===== src/rtl/cut_tester_pkg.sv =====
// Shared types, constants and helper functions for the CUT signature tester.
package cut_tester_pkg;

    typedef enum logic [1:0] {
        IDLE = 2'b00,
        CLR  = 2'b01,
        RUN  = 2'b10,
        DONE = 2'b11
    } state_t;

    localparam logic [7:0]  LFSR_SAFE_SEED = 8'h01;
    localparam logic [15:0] MISR_POLY      = 16'h1021;

    // One step of the 8-bit Fibonacci LFSR (taps 7,5,4,3).
    function automatic logic [7:0] lfsr_next(input logic [7:0] cur);
        return {cur[6:0], cur[7] ^ cur[5] ^ cur[4] ^ cur[3]};
    endfunction

    // An all-zero seed would lock the LFSR, so replace it with the safe seed.
    function automatic logic [7:0] seed_fix(input logic [7:0] s);
        return (s == 8'h00) ? LFSR_SAFE_SEED : s;
    endfunction

    // One MISR compression step: shift, fold the polynomial when the MSB falls out,
    // and XOR in the parallel 8-bit response (modulo 2, no carries).
    function automatic logic [15:0] misr_next(input logic [15:0] cur, input logic [7:0] din);
        logic [15:0] fold;
        fold = cur[15] ? MISR_POLY : 16'h0000;
        return {cur[14:0], 1'b0} ^ fold ^ {8'h00, din};
    endfunction

endpackage


===== src/rtl/misr16.sv =====
// 16-bit multiple-input signature register with synchronous clear, enable
// and an 8-bit parallel input.
module misr16
    import cut_tester_pkg::*;
(
    input  logic        clk,
    input  logic        clear,
    input  logic        en,
    input  logic [7:0]  din,
    output logic [15:0] sig
);

    logic [15:0] sig_r;

    // Signature state: clear dominates, otherwise compress din when enabled.
    always_ff @(posedge clk) begin
        if (clear) begin
            sig_r <= 16'h0000;
        end else if (en) begin
            sig_r <= misr_next(sig_r, din);
        end else begin
            sig_r <= sig_r;
        end
    end

    assign sig = sig_r;

endmodule


===== src/rtl/cut_signature_tester.sv =====
// Stimulus/response harness for a circuit-under-test: pulses the CUT clear,
// drives a seeded LFSR vector stream and compresses the CUT response into a
// 16-bit MISR signature.
// Optional build macro CUT_REGISTERED_EN: support a CUT with one cycle of
// registered latency (one extra RUN cycle, MISR skips the first RUN cycle).
module cut_signature_tester
    import cut_tester_pkg::*;
#(
    parameter int unsigned NUM_VECTORS  = 256,
    parameter int unsigned CLEAR_CYCLES = 2
) (
    input  logic        clk,
    input  logic        clear,
    input  logic        start,
    input  logic [7:0]  seed,
    output logic        cut_clear,
    output logic [7:0]  cut_input,
    input  logic [7:0]  cut_output,
    output logic        busy,
    output logic        done,
    output logic [15:0] signature
);

    localparam logic [3:0]  CLR_LAST = 4'(CLEAR_CYCLES - 1);
    localparam logic [15:0] VEC_LAST = 16'(NUM_VECTORS - 1);
    localparam logic [15:0] VEC_END  = 16'(NUM_VECTORS);

    state_t      state_r;
    state_t      state_s;
    logic [7:0]  lfsr_r;
    logic [3:0]  clr_cnt_r;
    logic [15:0] vec_cnt_r;
    logic        start_ok_s;
    logic        run_step_s;
    logic        misr_en_s;
    logic        misr_clr_s;
    logic [7:0]  cut_input_s;
    logic        cut_clear_r;
    logic        busy_r;
    logic        done_r;

    // A start is only honoured while idle or finished.
    assign start_ok_s = start && ((state_r == IDLE) || (state_r == DONE));

    // Next-state decode plus the per-cycle LFSR step and MISR enable strobes.
    always_comb begin
        state_s    = state_r;
        run_step_s = 1'b0;
        misr_en_s  = 1'b0;
        case (state_r)
            IDLE: begin
                if (start) begin
                    state_s = CLR;
                end else begin
                    state_s = IDLE;
                end
            end
            CLR: begin
                if (clr_cnt_r == CLR_LAST) begin
                    state_s = RUN;
                end else begin
                    state_s = CLR;
                end
            end
            RUN: begin
`ifdef CUT_REGISTERED_EN
                // First RUN cycle has no valid response yet; last cycle only drains.
                misr_en_s = (vec_cnt_r != 16'h0000);
                if (vec_cnt_r == VEC_END) begin
                    state_s = DONE;
                end else begin
                    state_s    = RUN;
                    run_step_s = 1'b1;
                end
`else
                misr_en_s  = 1'b1;
                run_step_s = 1'b1;
                if (vec_cnt_r == VEC_LAST) begin
                    state_s = DONE;
                end else begin
                    state_s = RUN;
                end
`endif
            end
            DONE: begin
                if (start) begin
                    state_s = CLR;
                end else begin
                    state_s = DONE;
                end
            end
            default: begin
                state_s = IDLE;
            end
        endcase
    end

    // FSM state register.
    always_ff @(posedge clk) begin
        if (clear) begin
            state_r <= IDLE;
        end else begin
            state_r <= state_s;
        end
    end

    // LFSR: loaded from the (lockup-safe) seed on start, stepped once per vector.
    always_ff @(posedge clk) begin
        if (clear) begin
            lfsr_r <= LFSR_SAFE_SEED;
        end else if (start_ok_s) begin
            lfsr_r <= seed_fix(seed);
        end else if (run_step_s) begin
            lfsr_r <= lfsr_next(lfsr_r);
        end else begin
            lfsr_r <= lfsr_r;
        end
    end

    // Clear-phase cycle counter.
    always_ff @(posedge clk) begin
        if (clear || start_ok_s) begin
            clr_cnt_r <= 4'd0;
        end else if ((state_r == CLR) && (clr_cnt_r != CLR_LAST)) begin
            clr_cnt_r <= clr_cnt_r + 4'd1;
        end else begin
            clr_cnt_r <= clr_cnt_r;
        end
    end

    // Applied-vector counter, saturating at NUM_VECTORS.
    always_ff @(posedge clk) begin
        if (clear || start_ok_s) begin
            vec_cnt_r <= 16'h0000;
        end else if (run_step_s && (vec_cnt_r != VEC_END)) begin
            vec_cnt_r <= vec_cnt_r + 16'h0001;
        end else begin
            vec_cnt_r <= vec_cnt_r;
        end
    end

    // Status and CUT clear are registered from the next state so they line up with it.
    always_ff @(posedge clk) begin
        if (clear) begin
            cut_clear_r <= 1'b0;
            busy_r      <= 1'b0;
            done_r      <= 1'b0;
        end else begin
            cut_clear_r <= (state_s == CLR);
            busy_r      <= (state_s == CLR) || (state_s == RUN);
            done_r      <= (state_s == DONE);
        end
    end

    // CUT stimulus: the LFSR value while vectors are being applied, zero otherwise.
    always_comb begin
        cut_input_s = 8'h00;
        if (state_r == RUN) begin
`ifdef CUT_REGISTERED_EN
            if (vec_cnt_r != VEC_END) begin
                cut_input_s = lfsr_r;
            end else begin
                cut_input_s = 8'h00;
            end
`else
            cut_input_s = lfsr_r;
`endif
        end else begin
            cut_input_s = 8'h00;
        end
    end

    assign misr_clr_s = clear || start_ok_s;

    misr16 u_misr (
        .clk   (clk),
        .clear (misr_clr_s),
        .en    (misr_en_s),
        .din   (cut_output),
        .sig   (signature)
    );

    assign cut_clear = cut_clear_r;
    assign cut_input = cut_input_s;
    assign busy      = busy_r;
    assign done      = done_r;

endmodule


===== config.mk =====
export PLATFORM = sky130hd
export DESIGN_NAME = cut_signature_tester
export DESIGN_NICKNAME = d
export VERILOG_FILES = /design/src/rtl/cut_tester_pkg.sv /design/src/rtl/misr16.sv /design/src/rtl/cut_signature_tester.sv
export SDC_FILE = /design/constraint.sdc
export NUM_CORES = 1
export LEC_CHECK = 0
export CELL_PAD_IN_SITES_DETAIL_PLACEMENT = 0
export CELL_PAD_IN_SITES_GLOBAL_PLACEMENT = 1
export CORE_ASPECT_RATIO = 1.25
export CORE_UTILIZATION = 41
export DETAILED_ROUTE_END_ITERATION = 12
export GPL_TIMING_DRIVEN = 0
export PLACE_DENSITY_LB_ADDON = 0.15
export SETUP_SLACK_MARGIN = 0.1
export SLEW_MARGIN = 20
export SYNTH_ARGS = -nofsm -noshare
export SYNTH_HDL_FRONTEND = slang
export SYNTH_SLANG_ARGS = --single-unit

===== constraint.sdc =====
create_clock -name clk -period 4.75 [get_ports clk]
set_input_delay 1.425 -clock clk [delete_from_list [all_inputs] [get_ports clk]]
set_output_delay 1.425 -clock clk [all_outputs]
set_load 0.005 [all_outputs]

== Word-level counts from Yosys, hierarchy flattened ==
Index checks and enable logic that the tools add are counted.

* Flip-flop bits (word level): 49
* Input bits: 19
* Output and inout bits: 27
* Word-level logic and storage cells: 45

* Add/subtract/negate cells: 2
* Equality and inequality tests: 10
* Mux-type cells: 11
* Bitwise gates (word level): 5
* Reductions and logical operators: 9

{| class="wikitable"
|+ Operators with widths
! operator !! number
|-
| $mux 8 || 4
|-
| $add 16x1->16 const B || 1
|-
| $eq 16x8->1 const B || 1
|-
| $ne 16x9->1 const B || 1
|-
| $xor 16x16->16 || 1
|-
| $xor 16x8->16 || 1
|-
| $mux 13 || 1
|-
| $eq 2x2->1 const B || 4
|-
| $logic_not 8->1 || 1
|-
| $pmux 2 s4 || 1
|-
| $add 4x1->4 const B || 1
|-
| $eq 2x1->1 const B || 2
|-
| $eq 4x1->1 const B || 1
|-
| $mux 2 || 2
|-
| $ne 4x1->1 const B || 1
|-
| $logic_and 1x1->1 || 3
|-
| $logic_or 1x1->1 || 3
|-
| $mux 1 || 3
|-
| $xor 1x1->1 || 3
|-
| $logic_not 2->1 || 1
|-
| $reduce_bool 2->1 || 1
|}

== Longest topological paths before layout ==
Gate-level depths: netlist of run 1.

* Depth after elaboration: 5
* Gate-level depth with buffers: 8
* Mapped depth without buffers: 8

== Cells and area by module ==
A second synthesis of run 1 with hierarchy kept.

* Cell total of the unflattened synthesis: 255
* Area, all modules: 2,332.2 µm²

{| class="wikitable"
|+ Modules (own cells, without submodules)
! module !! instances !! cells each !! area each (µm²) !! seq. area each (µm²)
|-
| cut_signature_tester || 1 || 193 || 1,687.9 || 660.6
|-
| misr16 || 1 || 62 || 644.4 || 320.3
|}

== Least setup slack after synthesis of run 1 ==
Ideal clock, no wire load.

* Path kind: register to output
* Start: reg state_r[0]
* End: out cut_input[7]
* Arrival time: 1,323 ps
* Data required time: 3,325 ps
* Path slack: 2,002 ps
* Stages on the path, launching flop included: 6
* Path buffers: 2
* Cell sequence: dfxtp_1 > inv_1 > ha_1 > clkbuf_1 > clkbuf_1 > and2_1

* Word-level cells in the longest chain between the ends: 2

{| class="wikitable"
|+ RTL lines
! item !! RTL line !! source
|-
| start: declaration || cut_signature_tester.sv:28 || <nowiki>state_t state_r;</nowiki>
|-
| start signal: assignment || cut_signature_tester.sv:103 || <nowiki>state_r <= state_s;</nowiki>
|-
| $eq 2x2->1 || cut_signature_tester.sv:158 || <nowiki>if (state_r == RUN) begin</nowiki>
|-
| $mux 8 || cut_signature_tester.sv:158 ||
|-
| end: declaration || cut_signature_tester.sv:17 || <nowiki>output logic [7:0] cut_input,</nowiki>
|}

No other way between the ends.

== Worst setup path after layout of run 1 ==
Ends and elaborated chain as after synthesis.

==> results of run 1 <==
cell families (layout without fill, tap and decap cells):
kind of cell	count (synthesis)	count (layout)
flops	49	49
buf+inv	22	75
simple gates	95	95
mux	8	8
xor+xnor	25	25
fa+ha+maj	10	10
compound gates	44	44
through the flow:
stage	util, %	setup slack [ps]	hold WS (ps)	std cells
2_1_floorplan	-	2002	450.3	253
3_3_place_gp	52.48	1100	469.4	362
3_5_place_dp	52.48	1109	477.7	362
4_1_cts	54.07	731.8	498.8	370
5_1_grt	54.07	592.7	531.8	370
6_report	54.07	786.0	494.3	370
routing by layer:
metal	wire (um)	vias to the layer above	global-route usage, %
met5	0	-	0
met4	74	0	6.122
met3	132	6	3.643
met2	2548	23	32.04
met1	2186	896	19.94
li1	-	980	-
cells in the mapped netlist (2+ instances only):
master | number | area, um2
nand4_1 | 6 | 37.54
ha_1 | 10 | 125.1
or3_1 | 6 | 37.54
o21ai_0 | 5 | 25.02
nor2_1 | 39 | 146.4
nand2_1 | 7 | 26.28
nand3_1 | 5 | 25.02
clkbuf_8 | 2 | 27.53
and2_1 | 8 | 50.05
nand2b_1 | 2 | 12.51
clkbuf_1 | 8 | 30.03
o31ai_1 | 2 | 15.01
inv_1 | 9 | 33.78
xor2_1 | 7 | 61.31
xnor2_1 | 18 | 157.7
a211oi_1 | 17 | 127.6
nor2b_1 | 4 | 25.02
and4_1 | 2 | 17.52
mux2i_1 | 8 | 80.08
a21oi_2 | 2 | 17.52
nor3_1 | 3 | 15.01
nor4_1 | 3 | 18.77
a21oi_1 | 14 | 70.07
dfxtp_1 | 49 | 980.9
power groups by stage:
stage                     sequential, mW  combinational (mW)  clock, mW
after CTS                          0.428              0.0798      0.256
after global routing               0.430              0.0869      0.273
after detailed placement           0.438              0.0792          0
final                              0.428              0.0780      0.248
after global placement             0.438              0.0787          0
after floorplan                    0.436              0.0466          0
worst min path at each step:
stage	to	slack, ps	cells after the start
after floorplan	vec_cnt_r[15]	450	2
after global placement	vec_cnt_r[15]	470	2
after detailed placement	vec_cnt_r[15]	480	2
after CTS	vec_cnt_r[15]	500	2
after global routing	u_misr.sig[2]	530	2
final	vec_cnt_r[15]	490	2
registers in the layout, indices dropped and copies added (netlist names):
register,count
u_misr.sig,16
vec_cnt_r,16
lfsr_r,8
clr_cnt_r,4
state_r,2
busy,1
cut_clear,1
done,1
worst max-delay path: stages (launching register included):
cell and delay, ps:
dfxtp_1 340, inv_1 80, ha_1 240, clkbuf_1 420, clkbuf_1 430, and2_1 210
clkdlybuf4s50_1 510
final cells by class:
type	instances	area, um2	share of cell area [%]
plain buffers	12	70.07	2.397
clock buffers	6	72.57	2.483
clock inverters	2	13.76	0.4709
inverters	10	37.54	1.284
multi-input cells	182	1217	41.65
flip-flops and latches	49	980.9	33.56
well taps	64	80.08	2.740
repair buffers	45	450.4	15.41
==> flow_summary.yaml, run 1 <==
drt:
  routed_wl_um: 4942
  firstDrtPassIters: 4
  ant_nets: 0
  drc_errors: 0
  vias: 1905
  vias_per_cell: 5.149
  drt-wirelength-per-cell_um: 13.36
  drt_iter0_markers: 58
yosys:
  synth_cells: 253
  synth-seq-cells: 49
  ys_seq_area_share_pct: 42.54
  synth_edf_count: 0
  syn_avg_cell_area_um2: 9.114
  synth_area_um2: 2306
  synth_top_family_by_area: "simple AND/OR/NAND/NOR gates"
  synth-simple-area-share_pct: 21.87
  synthMuxAreaShare_pct: 3.473
  synth_xor_area_share_pct: 9.495
  synth_compound_area_share_pct: 12.53
  ys_types: 41
  yosysWarningCount: 0
  syn_nets: 282
  yosys.area_share.adder_pct: 5.426
  ys.flop_type: "dfxtp_1"
  synthArstFlopShare_pct: 0
pwr:
  pwr-share-clk_pct: 32.9
  swShare_pct: 24.80
  p_total_uw: 754.4
  p_int_uw: 567.3
  power_frac_seq_pct: 56.8
  vdd_drop_max_mv: 0.1328
  p_sw_uw: 187.1
  combPwrFrac_pct: 10.3
  p_per_area_nw_per_um2: 258.1
  power_leakage_nw: 0.9977
clock_network:
  cts_hold_buf: 0
  cts_root_buf: "clkbuf_8"
  cts-htree-levels: 2
  tritoncts: "yes"
  cts_setup_buffers: 0
  clock_path_buffers: 2
  clk_pin_slew_ps: 90
  cts.repair.resized: 0
  cts.sinks: 49
  clock_latency_ps: 310
  numCtsBuffers: 5
global_route:
  grt_pass1_vias: 1819
  antenna_found_initial: 0
  grt_max_degree: 16
  grt.total_usage_pct: 17.46
  grt-ovfl-total: 0
  grt_pass1_wl_um: 8280
critical_path:
  required_ps: 3320
  arrival_ps: 2540
  r2r-end: "busy"
  crit_fanout: 10
  startpoint_type: "flop"
  crit_path_end_kind: "output port"
  critPathLaunch: "state_r[0]"
  rr_worst_depth: 7
  rr_startpoint: "state_r[0]"
  crit_type: "reg -> out"
  critPathCapture: "cut_input[7]"
  rrSetupSlack_ps: 2620
final_layout:
  fillers: 536
  syn_to_final_growth_pct: 26.75
  final_cell_area_um2: 2923
  drive_gt1_share_pct: 6.209
  fin_nets: 334
  layout_common_cells: "dfxtp_1 (49), clkdlybuf4s50_1 (45), nor2_1 (39)"
  mostFrequentLayoutCell: "dfxtp_1"
  n_antenna_cell: 0
sta:
  tightest_slew_ps: 589.5
  hold_violations: 0
  rsz0062_at_grt: "false"
  maxSlewViolCount: 0
  min_period_over_period_pct: 83.45
  relSlewSlack_pct: 59.69
  tns_ps: 0
  worst_clock_skew_ps: 9.443
  period_needed_ps: 3964
  fmax_ghz: 0.2523
  setup_viol: 0
worst_hold_path:
  hp-start: "vec_cnt_r[15]"
  hold_path.class: "reg -> reg"
floorplanning:
  core_um2: 5405
  die_x_um: 69.08
  die_y_um: 85.85
  dieArea_um2: 5930
  io_pins: 46
  num_rows: 30
  start_util_pct: 42.66
placement:
  numPortBuffers: 45
  dpl_cell_area_um2: 2836
  hpwl_um: 3601
  place.gp.congestion: 0.7544
run_status:
  outcome: "finished clean"
flow_run:
  maxCapViolCount: 0
Note: power is estimated with default switching activity, not from simulation.
==> run 2, diff against run 1 <==
- CORE_UTILIZATION: 41 -> 38
- clock period: 4.75 -> 4.05 ns (I/O delays scaled with it)
==> run 2 against run 1 <==
Utilization decreased by 3.5 points. Global-route usage about the same. Setup slack got worse by 450 ps. Final area increased by 0.73%. Count of clock-buffer cells in the layout increased by 1. Non-clock buffer count unchanged. Total power increased by 23%. Critical path depth unchanged. Via count decreased by 0.79%. Flip-flop and latch count unchanged. Largest power group unchanged. Highest routed layer unchanged.
==> flow_summary.yaml, run 2 (synthesized netlist as in run 1, its figures left out) <==
final_layout:
  seqCellArea_um2: 980.9
  n_antenna_cell: 0
  syn_to_final_growth_pct: 27.67
  drive_gt1_share_pct: 6.536
  multiInputGateArea_um2: 1217
  fillers: 570
  layout_common_cells: "dfxtp_1 (49), clkdlybuf4s50_1 (45), nor2_1 (39)"
  fin_nets: 334
  mostFrequentLayoutCell: "dfxtp_1"
pwr:
  vdd_drop_max_mv: 0.1641
  p_sw_uw: 224.4
  p_per_area_nw_per_um2: 314.0
  combPwrFrac_pct: 9.9
  pwr-share-clk_pct: 35.7
  power_leakage_nw: 1.007
  power_frac_seq_pct: 54.3
  p_int_uw: 700.1
  swShare_pct: 24.27
clock_network:
  clk_pin_slew_ps: 90
  clock_latency_ps: 300
  cts.sinks: 49
  cts_hold_buf: 0
  clock_path_buffers: 2
  numCtsBuffers: 5
  cts-htree-levels: 2
  cts.repair.resized: 0
  cts_setup_buffers: 0
  cts_root_buf: "clkbuf_8"
  tritoncts: "yes"
sta:
  tightest_slew_ps: 539.0
  rsz0062_at_grt: "false"
  min_period_over_period_pct: 91.69
  hold_violations: 0
  holdWs_ps: 502.9
  tns_ps: 0
  setup_viol: 0
  maxSlewViolCount: 0
  fmax_ghz: 0.2693
  worst_clock_skew_ps: 8.634
  period_needed_ps: 3714
  relSlewSlack_pct: 63.14
drt:
  drt_iter0_markers: 74
  drc_errors: 0
  routed_wl_um: 4986
  vias_per_cell: 5.081
  firstDrtPassIters: 4
  vias: 1890
  drt-wirelength-per-cell_um: 13.40
  ant_nets: 0
critical_path:
  r2r-end: "busy"
  path_cells: "inv_1 > ha_1 > clkbuf_1 > clkbuf_1 > and2_1 > clkdlybuf4s50_1"
  rrSetupSlack_ps: 1990
  arrival_ps: 2500
  required_ps: 2830
  startpoint_type: "flop"
  crit_type: "reg -> out"
  rr_startpoint: "state_r[0]"
  rr_worst_depth: 7
  slowest_delay_ps: 500
  slowest_stage: "clkdlybuf4s50_1"
  cp_top_family: "buffers and inverters"
  critPathMostFrequentCell: "clkbuf_1"
  critPathLaunch: "state_r[0]"
  worst-path-buf-inv: 4
  crit_fanout: 10
  crit_path_end_kind: "output port"
floorplanning:
  start_util_pct: 39.63
  die_x_um: 71.68
  io_pins: 46
  core_um2: 5818
  die_y_um: 89.10
  num_rows: 31
  dieArea_um2: 6386
global_route:
  grt-ovfl-total: 0
  grt.total_usage_pct: 17.46
  grt_max_degree: 16
  antenna_found_initial: 0
  grt_pass1_vias: 1827
  grt_pass1_wl_um: 8556
flow_run:
  maxCapViolCount: 0
worst_hold_path:
  hold-path-endpoint: "vec_cnt_r[15]"
  whs_path_depth: 2
  hold_path.class: "reg -> reg"
  hp-start: "vec_cnt_r[15]"
placement:
  place.gp.congestion: 0.7542
  hpwl_um: 3637
  numPortBuffers: 45
run_status:
  outcome: "finished clean"
[run 2: per-stage QoR]
stage	utilization (%)	total power [mW]	instances	setup WS (ps)	cell area, um2
3_5_place_dp	48.80	0.6069	364	656.3	2839
6_report	50.60	0.9245	372	336.4	2944
2_1_floorplan	-	0.5664	253	1512	2306
3_3_place_gp	48.80	0.6067	364	657.8	2839
5_1_grt	50.60	0.9744	372	152.8	2944
4_1_cts	50.60	0.9371	372	295.5	2944
[run 2: area by class of cell]
class,count,area share [%]
Multi-Input combinational cell,182,41.35
Sequential cell,49,33.32
Timing Repair Buffer,45,15.30
Clock buffer,7,3.272
Tap cell,66,2.805
Buffer,12,2.380
Inverter,10,1.275
Clock inverter,1,0.2975
[run 2: how the worst max path moves through the flow]
stage               cells past startpoint            to
global placement                        6  cut_input[7]
finish                                  6  cut_input[7]
CTS                                     6  cut_input[7]
detailed placement                      6  cut_input[7]
floorplan                               5  cut_input[7]
global route                            6  cut_input[7]
[run 2: worst register-to-register path: cells and delay by family (launching register included)]
kind,cells,cell delay (ps)
compound gates,2,670
fa+ha+maj,2,550
flops,1,370
buf+inv,1,70
simple gates,2,280
[run 2: per-layer routing]
metal	global-route usage (%)	share of wire, %
met1	20.73	46
met5	0	0
met3	3.833	3.0
met4	6.952	1.4
met2	30.70	50
[run 2: power groups by stage]
stage | registers (mW) | logic, mW | clock network, mW
after global placement | 0.513 | 0.0933 | 0
after CTS | 0.503 | 0.0939 | 0.340
after detailed placement | 0.514 | 0.0932 | 0
after global routing | 0.504 | 0.103 | 0.367
final | 0.502 | 0.0917 | 0.330
after floorplan | 0.512 | 0.0546 | 0
